### config.mk
export PLATFORM = sky130hd
export DESIGN_NAME = pwm_duty_scheduler_flat
export DESIGN_NICKNAME = d
export VERILOG_FILES = /design/src/rtl/pwm_duty_scheduler_if.sv /design/src/rtl/pwm_duty_scheduler.sv /design/src/flat_wrapper.sv
export SDC_FILE = /design/constraint.sdc
export NUM_CORES = 1
export LEC_CHECK = 0
export CAP_MARGIN = 20
export CORE_AREA = 2 2 94 96
export DETAILED_ROUTE_END_ITERATION = 6
export DIE_AREA = 0 0 96 98
export GPL_TIMING_DRIVEN = 0
export PLACE_DENSITY = 0.67
export SETUP_SLACK_MARGIN = 0.5
export SLEW_MARGIN = 20
export SYNTH_ARGS = -nofsm -noshare
export SYNTH_HDL_FRONTEND = slang
export SYNTH_SLANG_ARGS = --single-unit
### constraint.sdc
create_clock -name clk1ms -period 14.2 [get_ports clk1ms]
set_input_delay 2.13 -clock clk1ms [delete_from_list [all_inputs] [get_ports clk1ms]]
set_output_delay 2.13 -clock clk1ms [all_outputs]
set_load 0.05 [all_outputs]
### src/rtl/pwm_duty_scheduler_if.sv
// Controller-side bundle of the PWM duty scheduler: enable level, config valid/ready
// channel and the observed PWM status; the scheduler takes the slave view.
interface pwm_duty_scheduler_if #(
    parameter int CNT_W = 8
);
    logic             enable;
    logic             cfg_valid;
    logic             cfg_ready;
    logic [CNT_W-1:0] cfg_period;
    logic [CNT_W-1:0] cfg_duty;
    logic             pwm_out;
    logic             period_start;
    logic [1:0]       state;
    logic [CNT_W-1:0] cur_duty;

    modport master (
        output enable, cfg_valid, cfg_period, cfg_duty,
        input  cfg_ready, pwm_out, period_start, state, cur_duty
    );

    modport slave (
        input  enable, cfg_valid, cfg_period, cfg_duty,
        output cfg_ready, pwm_out, period_start, state, cur_duty
    );
endinterface

### src/rtl/pwm_duty_scheduler.sv
// PWM period/duty scheduler: settings go via a one-deep shadow, applied only at period boundaries.
// Outputs registered, aligned to the counter; cfg_ready is low while the shadow holds an unapplied setting.
module pwm_duty_scheduler #(
    parameter int CNT_W          = 8,
    parameter int RAMP_STEP      = 1,
    parameter int DEFAULT_PERIOD = 20,
    parameter int DEFAULT_DUTY   = 2
) (
    input  logic                 clk1ms,
    input  logic                 reset,
    pwm_duty_scheduler_if.slave  bus
);
    typedef enum logic [1:0] {
        IDLE  = 2'b00,
        RAMP  = 2'b01,
        RUN   = 2'b10,
        DRAIN = 2'b11
    } state_t;

    state_t           state_q, state_d;
    logic [CNT_W-1:0] cnt_q, cnt_d;
    logic [CNT_W-1:0] cur_duty_q, cur_duty_d;
    logic [CNT_W-1:0] act_period_q, act_period_d;
    logic [CNT_W-1:0] target_q, target_d;
    logic [CNT_W-1:0] pend_period_q, pend_period_d;
    logic [CNT_W-1:0] pend_duty_q, pend_duty_d;
    logic             pend_q, pend_d;
    logic             pwm_q, pwm_d;
    logic             ps_q, ps_d;

    logic             accept;
    logic             boundary;
    logic             consume;
    logic [CNT_W-1:0] cap_period;
    logic [CNT_W-1:0] cap_duty;
    logic [CNT_W-1:0] eff_period;
    logic [CNT_W-1:0] eff_target;
    logic [CNT_W:0]   ramp_sum;
    logic             ramp_sat;
    logic [CNT_W-1:0] ramp_duty;

    assign accept   = bus.cfg_valid && !pend_q;
    assign boundary = (state_q != IDLE) && (cnt_q == act_period_q - 1'b1);
    assign consume  = pend_q && ((state_q == IDLE) || boundary);

    // A zero period would never reach a boundary, so it is stored as one cycle.
    assign cap_period = (bus.cfg_period == '0) ? CNT_W'(1) : bus.cfg_period;
    assign cap_duty   = (bus.cfg_duty > cap_period) ? cap_period : bus.cfg_duty;

    // A setting released at this edge already governs the period that starts now.
    assign eff_period = consume ? pend_period_q : act_period_q;
    assign eff_target = consume ? pend_duty_q   : target_q;

    assign ramp_sum  = {1'b0, cur_duty_q} + (CNT_W+1)'(RAMP_STEP);
    assign ramp_sat  = (ramp_sum >= {1'b0, eff_target});
    assign ramp_duty = ramp_sat ? eff_target : ramp_sum[CNT_W-1:0];

    assign act_period_d  = eff_period;
    assign target_d      = eff_target;
    assign pend_d        = consume ? 1'b0 : (accept ? 1'b1 : pend_q);
    assign pend_period_d = accept ? cap_period : pend_period_q;
    assign pend_duty_d   = accept ? cap_duty   : pend_duty_q;

    always_ff @(posedge clk1ms or posedge reset) begin
        if (reset) begin
            state_q       <= IDLE;
            cnt_q         <= '0;
            cur_duty_q    <= '0;
            act_period_q  <= CNT_W'(DEFAULT_PERIOD);
            target_q      <= CNT_W'(DEFAULT_DUTY);
            pend_period_q <= '0;
            pend_duty_q   <= '0;
            pend_q        <= 1'b0;
            pwm_q         <= 1'b0;
            ps_q          <= 1'b0;
        end else begin
            state_q       <= state_d;
            cnt_q         <= cnt_d;
            cur_duty_q    <= cur_duty_d;
            act_period_q  <= act_period_d;
            target_q      <= target_d;
            pend_period_q <= pend_period_d;
            pend_duty_q   <= pend_duty_d;
            pend_q        <= pend_d;
            pwm_q         <= pwm_d;
            ps_q          <= ps_d;
        end
    end

    always_comb begin
        state_d = state_q;
        case (state_q)
            IDLE:    if (bus.enable) state_d = (eff_target == '0) ? RUN : RAMP;
            RAMP:    if (!bus.enable) state_d = DRAIN;
                     else if (boundary && ramp_sat) state_d = RUN;
            RUN:     if (!bus.enable) state_d = DRAIN;
            DRAIN:   if (bus.enable) state_d = RUN;
                     else if (boundary) state_d = IDLE;
            default: state_d = IDLE;
        endcase
    end

    always_comb begin
        cnt_d      = cnt_q;
        cur_duty_d = cur_duty_q;
        case (state_q)
            IDLE: begin
                cnt_d      = '0;
                cur_duty_d = '0;
            end
            RAMP: begin
                cnt_d = boundary ? '0 : cnt_q + 1'b1;
                if (boundary) cur_duty_d = ramp_duty;
            end
            RUN: begin
                cnt_d = boundary ? '0 : cnt_q + 1'b1;
                if (boundary) cur_duty_d = eff_target;
            end
            default: begin
                cnt_d = boundary ? '0 : cnt_q + 1'b1;
                if (boundary) cur_duty_d = bus.enable ? eff_target : '0;
            end
        endcase
        // Registered from next-state values so pwm_out lines up with cnt without a lag cycle.
        pwm_d = (state_d != IDLE) && (cnt_d < cur_duty_d);
        ps_d  = (state_d != IDLE) && (cnt_d == '0);
    end

    assign bus.cfg_ready    = !pend_q;
    assign bus.pwm_out      = pwm_q;
    assign bus.period_start = ps_q;
    assign bus.state        = state_q;
    assign bus.cur_duty     = cur_duty_q;
endmodule

### src/flat_wrapper.sv
// flat-port wrapper written by rule: the top's interface ports become plain ports
module pwm_duty_scheduler_flat 
#(
    parameter int CNT_W          = 8,
    parameter int RAMP_STEP      = 1,
    parameter int DEFAULT_PERIOD = 20,
    parameter int DEFAULT_DUTY   = 2
)
  (clk1ms, reset, bus_enable, bus_cfg_valid, bus_cfg_period, bus_cfg_duty, bus_cfg_ready, bus_pwm_out, bus_period_start, bus_state, bus_cur_duty);
  pwm_duty_scheduler_if #(.CNT_W(CNT_W)) bus_i ();
  input  logic clk1ms;
  input  logic reset;
  input wire logic [$bits(bus_i.enable)-1:0] bus_enable;
  input wire logic [$bits(bus_i.cfg_valid)-1:0] bus_cfg_valid;
  input wire logic [$bits(bus_i.cfg_period)-1:0] bus_cfg_period;
  input wire logic [$bits(bus_i.cfg_duty)-1:0] bus_cfg_duty;
  output wire logic [$bits(bus_i.cfg_ready)-1:0] bus_cfg_ready;
  output wire logic [$bits(bus_i.pwm_out)-1:0] bus_pwm_out;
  output wire logic [$bits(bus_i.period_start)-1:0] bus_period_start;
  output wire logic [$bits(bus_i.state)-1:0] bus_state;
  output wire logic [$bits(bus_i.cur_duty)-1:0] bus_cur_duty;
  assign bus_i.enable = bus_enable;
  assign bus_i.cfg_valid = bus_cfg_valid;
  assign bus_i.cfg_period = bus_cfg_period;
  assign bus_i.cfg_duty = bus_cfg_duty;
  assign bus_cfg_ready = bus_i.cfg_ready;
  assign bus_pwm_out = bus_i.pwm_out;
  assign bus_period_start = bus_i.period_start;
  assign bus_state = bus_i.state;
  assign bus_cur_duty = bus_i.cur_duty;
  pwm_duty_scheduler #(.CNT_W(CNT_W), .RAMP_STEP(RAMP_STEP), .DEFAULT_PERIOD(DEFAULT_PERIOD), .DEFAULT_DUTY(DEFAULT_DUTY)) u_core (.clk1ms(clk1ms), .reset(reset), .bus(bus_i));
endmodule
==> impl_metrics.ini, run 1 <==
[run_status]
run_status = complete, no violations

[finish]
n_antenna_cell = 0
finalInstanceArea_mm2 = 0.00423
layout_commonest_cell = dfrtp_1
mostFrequentLayoutCells = dfrtp_1 (50), nor2_1 (38), clkdlybuf4s50_1 (32), nand3_1 (27), ha_1 (26)
fin_cells = 547
nets = 485
drive_above_1_share_pct = 10.0
utilization_pct = 50.0
fillCellCount = 794
multiInputGateArea_mm2 = 0.00217
seq_area_mm2 = 0.00133
area_growth_pct = 16.0

[setup_path]
endpoint_kind = register
max_stage_delay_ns = 0.73
critPathKind = reg -> reg
cp_slowest_cell = nor4_1
arrival_ns = 7.28
worst_setup_path_start_kind = register
cp_max_fo = 10
cp.required_ns = 14.45

[grt]
antenna_found_initial = 0
grt_max_degree = 30
grt_overflow = 0
track_usage_pct = 20.3
grt_pass1_vias = 3106
grt_pass1_wl_mm = 15.1

[die]
coreArea_mm2 = 0.00847
fp.dieH_um = 98
die-width_um = 96
row_count = 34
start_util_pct = 43.1
boundaryPins = 33
dieArea_mm2 = 0.00941

[synthesis]
synthAdderAreaFrac_pct = 8.91
synth_top_family_by_area = compound AO/OA/AOI/OAI gates
ys_types = 67
syn-instance-count = 399
synth_xor_area_share_pct = 4.80
yosys.area_share.simple_pct = 18.2
ys_warn_count = 0
synth_mux_area_share_pct = 6.07
synth-seq-cells = 53
synth-compound-area-share_pct = 21.5
yosysSeqAreaShare_pct = 36.4
synth_area_mm2 = 0.00365
synth-edff-count = 0
ys.flop_type = dfrtp_1
syn-num-nets = 445
synthArstFlopShare_pct = 100
syn_avg_cell_area_um2 = 9.15

[timing]
grt_setup_unrepaired = false
tns_ns = 0
hold_violations = 0
finClkSkew_ns = 0.0105
worst_pin_slew_ns = 0.861
maxSlewViolCount = 0
max-slew-margin-rel_pct = 42.1
finalCritPeriodShare_pct = 49.5
max_freq_mhz = 142
final.min_clock_period_ns = 7.03
setup_viol = 0

[pwr]
power.density_mw_per_mm2 = 145
vdd_ir_drop_max_uv = 55.5
p_leak_nw = 1.82
p_total_w = 0.000615

[clock_network]
postCtsSetupRepairBufs = 0
cts_tree = yes
cts.clk_slew.worst_paths_ns = 0.11
cts.sinks = 53
cts_hold_buffers = 0
cts_buffers = 5
cts_buffer_depth = 2
cts_resized = 0
cts-root-buf = clkbuf_8
clkLatencyLatePin_ns = 0.31
h-tree-depth = 2

[placement]
dp_hpwl_mm = 7.30
place_inst = 540
port_buffers = 32
gp_congestion = 0.921
place_area_mm2 = 0.00413

[run]
cap_violations = 0

[route]
vias = 3323
routed_wl_mm = 9.36
vias_per_cell = 6.07
final_antenna_net_count = 0
drt-wirelength-per-cell_um = 17.1
drcViolationCount = 0
dr.pass1.iters = 6
drt_iter0_markers = 238

[min_path]
hold_class = reg -> reg
[cells by family (layout without fill, tap and decap cells)]
group	Yosys count	in the layout
fa+ha+maj	26	26
flops	53	53
simple gates	131	131
compound gates	110	110
mux	20	20
buf+inv	39	79
xor+xnor	20	20
[critical path: cells and delay by family, from the launching register on]
kind,cells,cell delay [ns]
DFF,1,0.43
xor gates and xnor gates,1,0.11
AOI/OAI and AO/OA,9,2.35
buffers and inverters,2,0.56
and+or+nand+nor,10,2.61
adders and majority gates,3,0.89
[state kept, by name, summed over array words and instances (netlist names)]
register / cells
u_core.cnt_q: 8
u_core.bus.cur_duty: 8
u_core.bus.state: 2
u_core.pend_period_q: 8
u_core.target_q: 8
u_core.bus.period_start: 1
u_core.bus.pwm_out: 1
u_core.pend_duty_q: 8
u_core.pend_q: 1
u_core.act_period_q: 8
[worst paths after layout]
check,from,endpoint,slack (ns),cells after the start
setup / recovery,u_core.act_period_q[0]$_DFFE_PP0P_,u_core.bus.pwm_out$_DFF_PP0_,7.17,25
hold / removal,u_core.pend_period_q[1]$_DFFE_PP0P_,u_core.act_period_q[1]$_DFFE_PP0P_,0.51,2
setup reg to reg,u_core.act_period_q[0]$_DFFE_PP0P_,u_core.bus.pwm_out$_DFF_PP0_,7.17,25
hold reg to reg,u_core.pend_period_q[1]$_DFFE_PP0P_,u_core.act_period_q[1]$_DFFE_PP0P_,0.51,2
max in group asynchronous,reset,u_core.act_period_q[2]$_DFFE_PP1P_,11.42,3
min in group asynchronous,reset,u_core.bus.cur_duty[3]$_DFF_PP0_,2.17,2
[layout make-up]
cell class	instances	area share, %
clock buffer	5	1.63
clock inverter	2	0.916
multi-input combinational	307	51.3
inverter	26	2.31
buffer	13	1.21
sequential	53	31.4
timing repair buffer	33	8.04
tap	108	3.19
[cell usage after synthesis, types with 3 or more instances]
| cell type | n | area share (%) |
|---|---|---|
| nor2_1 | 38 | 3.9 |
| xor2_1 | 10 | 2.4 |
| nor4_1 | 9 | 1.5 |
| o21ai_0 | 19 | 2.6 |
| a21oi_1 | 14 | 1.9 |
| inv_1 | 25 | 2.6 |
| a31oi_1 | 15 | 2.6 |
| nor3_1 | 5 | 0.69 |
| a21o_1 | 3 | 0.62 |
| nor2b_1 | 4 | 0.69 |
| dfstp_2 | 3 | 2.2 |
| o2111ai_1 | 3 | 0.72 |
| mux2i_1 | 3 | 0.82 |
| o31ai_1 | 3 | 0.62 |
| o21a_1 | 6 | 1.2 |
| clkbuf_1 | 10 | 1.0 |
| dfrtp_1 | 50 | 34 |
| a31o_1 | 3 | 0.72 |
| a211oi_1 | 5 | 1.0 |
| ha_1 | 26 | 8.9 |
| or2_2 | 4 | 0.69 |
| xnor2_1 | 10 | 2.4 |
| nand3_1 | 27 | 3.7 |
| and3_1 | 5 | 0.86 |
| nand4_1 | 8 | 1.4 |
| mux2_2 | 17 | 5.2 |
| nand2_1 | 18 | 1.9 |
[metrics by stage]
| step | setup slack [ns] | hold WS [ns] |
|---|---|---|
| after floorplan | 8.66 | 0.446 |
| after global placement | 7.53 | 0.472 |
| after detailed placement | 7.44 | 0.487 |
| after CTS | 7.35 | 0.510 |
| after global routing | 6.76 | 0.541 |
| final | 7.17 | 0.506 |
[metal layers]
metal | track usage (%) | share of wire (%) | vias to the layer above
li1 | - | - | 1573
met1 | 28.2 | 44 | 1593
met2 | 32.6 | 47 | 135
met3 | 2.78 | 6.4 | 22
met4 | 6.48 | 2.2 | 0
met5 | 0 | 0 | -
[power breakdown]
| group | internal, W | switching [W] |
|---|---|---|
| Clock | 0.0000523 | 0.0000524 |
| Combinational | 0.000121 | 0.000175 |
| Sequential | 0.000182 | 0.0000326 |
Note: power is estimated with default switching activity, not from simulation.
==> run 2: changes to the inputs <==
- clock period: 14.2 -> 7.25 ns (I/O delays scaled with it)
==> run 2 against run 1 <==
  * Total power is 98% higher
  * Final area is 0.77% higher
  * Worst hold slack worse by 0.00064 ns
  * Flip-flop and latch count stayed put
  * Via count is 0.15% lower
  * Non-clock buffer count stayed put
  * Sequential share of layout area is 0.24 points lower
  * Sequential power is 95% higher
  * Cell count stayed put
  * Clock power is 94% higher
  * Global-route usage is 0.11 points higher
  * Setup slack worse by 6.3 ns
  * Largest power group unchanged
==> impl_metrics.ini, run 2 (synthesis gave the netlist of run 1 again) <==
[run_status]
run_status = complete, no violations

[clock_network]
cts.clk_slew.worst_paths_ns = 0.10
cts_hold_buffers = 0
cts_resized = 1
cts_tree = yes
cts-root-buf = clkbuf_8
cts.sinks = 53
postCtsSetupRepairBufs = 0
cts_buffer_depth = 2
cts_buffers = 5
clkLatencyLatePin_ns = 0.31
h-tree-depth = 2

[grt]
grt_pass1_vias = 3118
antenna_found_initial = 0
grt_overflow = 0
grt_pass1_wl_mm = 15.2
grt_max_degree = 30
track_usage_pct = 20.4

[setup_path]
endpoint_kind = register
worst_setup_path_start_kind = register
cp.required_ns = 7.50
arrival_ns = 6.64
critPathKind = reg -> reg
r2r_slack_ns = 0.86
cp_max_fo = 10

[timing]
grt_setup_unrepaired = false
final.min_clock_period_ns = 6.39
postLayoutSetupSlackWorst_ns = 0.862
hold_violations = 0
tns_ns = 0
maxSlewViolCount = 0
finClkSkew_ns = 0.00979
max-slew-margin-rel_pct = 49.4
max_freq_mhz = 157
worst_pin_slew_ns = 0.751
setup_viol = 0
finalCritPeriodShare_pct = 88.1

[pwr]
combPwrFrac_pct = 48.6
p_switching_w = 0.000518
vdd_ir_drop_max_uv = 109
power.density_mw_per_mm2 = 285
p_leak_nw = 1.83
p_int_w = 0.000698
clockPowerShare_pct = 16.8
p_total_w = 0.00122
swShare_pct = 42.6
pwr-share-seq_pct = 34.5

[finish]
n_antenna_cell = 0
layout_commonest_cell = dfrtp_1
utilization_pct = 50.4
area_growth_pct = 16.9
mostFrequentLayoutCells = dfrtp_1 (50), nor2_1 (38), clkdlybuf4s50_1 (32), nand3_1 (27), ha_1 (26)
nets = 485
drive_above_1_share_pct = 11.2

[placement]
gp_congestion = 0.921
post-place-ws_ns = 0.485
dp_hpwl_mm = 7.30
port_buffers = 32

[die]
boundaryPins = 33
dieArea_mm2 = 0.00941
die-width_um = 96
coreArea_mm2 = 0.00847
fp.dieH_um = 98
start_util_pct = 43.1
row_count = 34

[route]
drcViolationCount = 0
drt-wirelength-per-cell_um = 17.3
vias_per_cell = 6.07
dr.pass1.iters = 5
drt_iter0_markers = 266
vias = 3318
routed_wl_mm = 9.45
final_antenna_net_count = 0

[min_path]
hold_class = reg -> reg

[run]
cap_violations = 0
-- run 2: per-layer routing --
layer  share of wire (%)  routed length (um)  vias to the layer above  track usage [%]
li1                    -                   -                     1578                -
met3                 7.0                 663                       15             2.85
met2                  48                4510                      146             32.5
met5                   0                   0                        -                0
met1                  44                4130                     1579             28.3
met4                 1.6                 148                        0             7.03
-- run 2: power groups by stage --
| stage | sequential, W | clock (W) | combinational, W |
|---|---|---|---|
| 2_1_floorplan | 0.000443 | 0 | 0.000400 |
| 3_3_place_gp | 0.000423 | 0 | 0.000554 |
| 3_5_place_dp | 0.000424 | 0 | 0.000571 |
| 4_1_cts | 0.000419 | 0.000208 | 0.000576 |
| 5_1_grt | 0.000429 | 0.000220 | 0.000657 |
| 6_report | 0.000420 | 0.000204 | 0.000591 |
-- run 2: metrics by stage --
step,hold slack [ns],cells,area (um2)
floorplan,0.446,399,3650
global placement,0.472,539,4110
detailed placement,0.487,540,4130
CTS,0.510,547,4240
global route,0.541,547,4270
finish,0.506,547,4270
-- run 2: final cells by class --
cell class / count / area [um2]
inverters: 26 / 97.6
repair buffers: 33 / 340
clock inverters: 2 / 38.8
fillers: 788 / 4200
plain buffers: 13 / 52.6
well taps: 108 / 135
flip-flops and latches: 53 / 1330
clock buffers: 5 / 68.8
multi-input cells: 307 / 2200
-- run 2: path summary, 6_finish.rpt --
| check | from | end | cells after the start |
|---|---|---|---|
| setup / recovery | u_core.act_period_q[0]$_DFFE_PP0P_ | u_core.bus.pwm_out$_DFF_PP0_ | 26 |
| hold / removal | u_core.pend_period_q[1]$_DFFE_PP0P_ | u_core.act_period_q[1]$_DFFE_PP0P_ | 2 |
| setup reg to reg | u_core.act_period_q[0]$_DFFE_PP0P_ | u_core.bus.pwm_out$_DFF_PP0_ | 26 |
| hold reg to reg | u_core.pend_period_q[1]$_DFFE_PP0P_ | u_core.act_period_q[1]$_DFFE_PP0P_ | 2 |
| max in group asynchronous | reset | u_core.act_period_q[2]$_DFFE_PP1P_ | 3 |
| min in group asynchronous | reset | u_core.bus.cur_duty[3]$_DFF_PP0_ | 2 |
-- run 2: worst max-delay path, stage by stage (launching register included) --
cell and delay [ns]:
dfrtp_1 0.42, inv_1 0.12, ha_1 0.23, nor4b_2 0.31, xnor2_1 0.11, or4_4 0.48, a31o_2 0.32, nor2_2 0.24
mux2_2 0.42, inv_1 0.06, ha_1 0.21, o21ai_0 0.16, a21oi_1 0.06, o31a_1 0.33, nor4_4 0.38, clkbuf_2 0.32
nor4_1 0.09, o31ai_1 0.33, a31oi_1 0.15, ha_1 0.37, nand3_1 0.09, nor2_1 0.05, a2111oi_0 0.37, o21ai_0 0.17
nor2_1 0.21, o2111ai_1 0.15, nand3_1 0.15
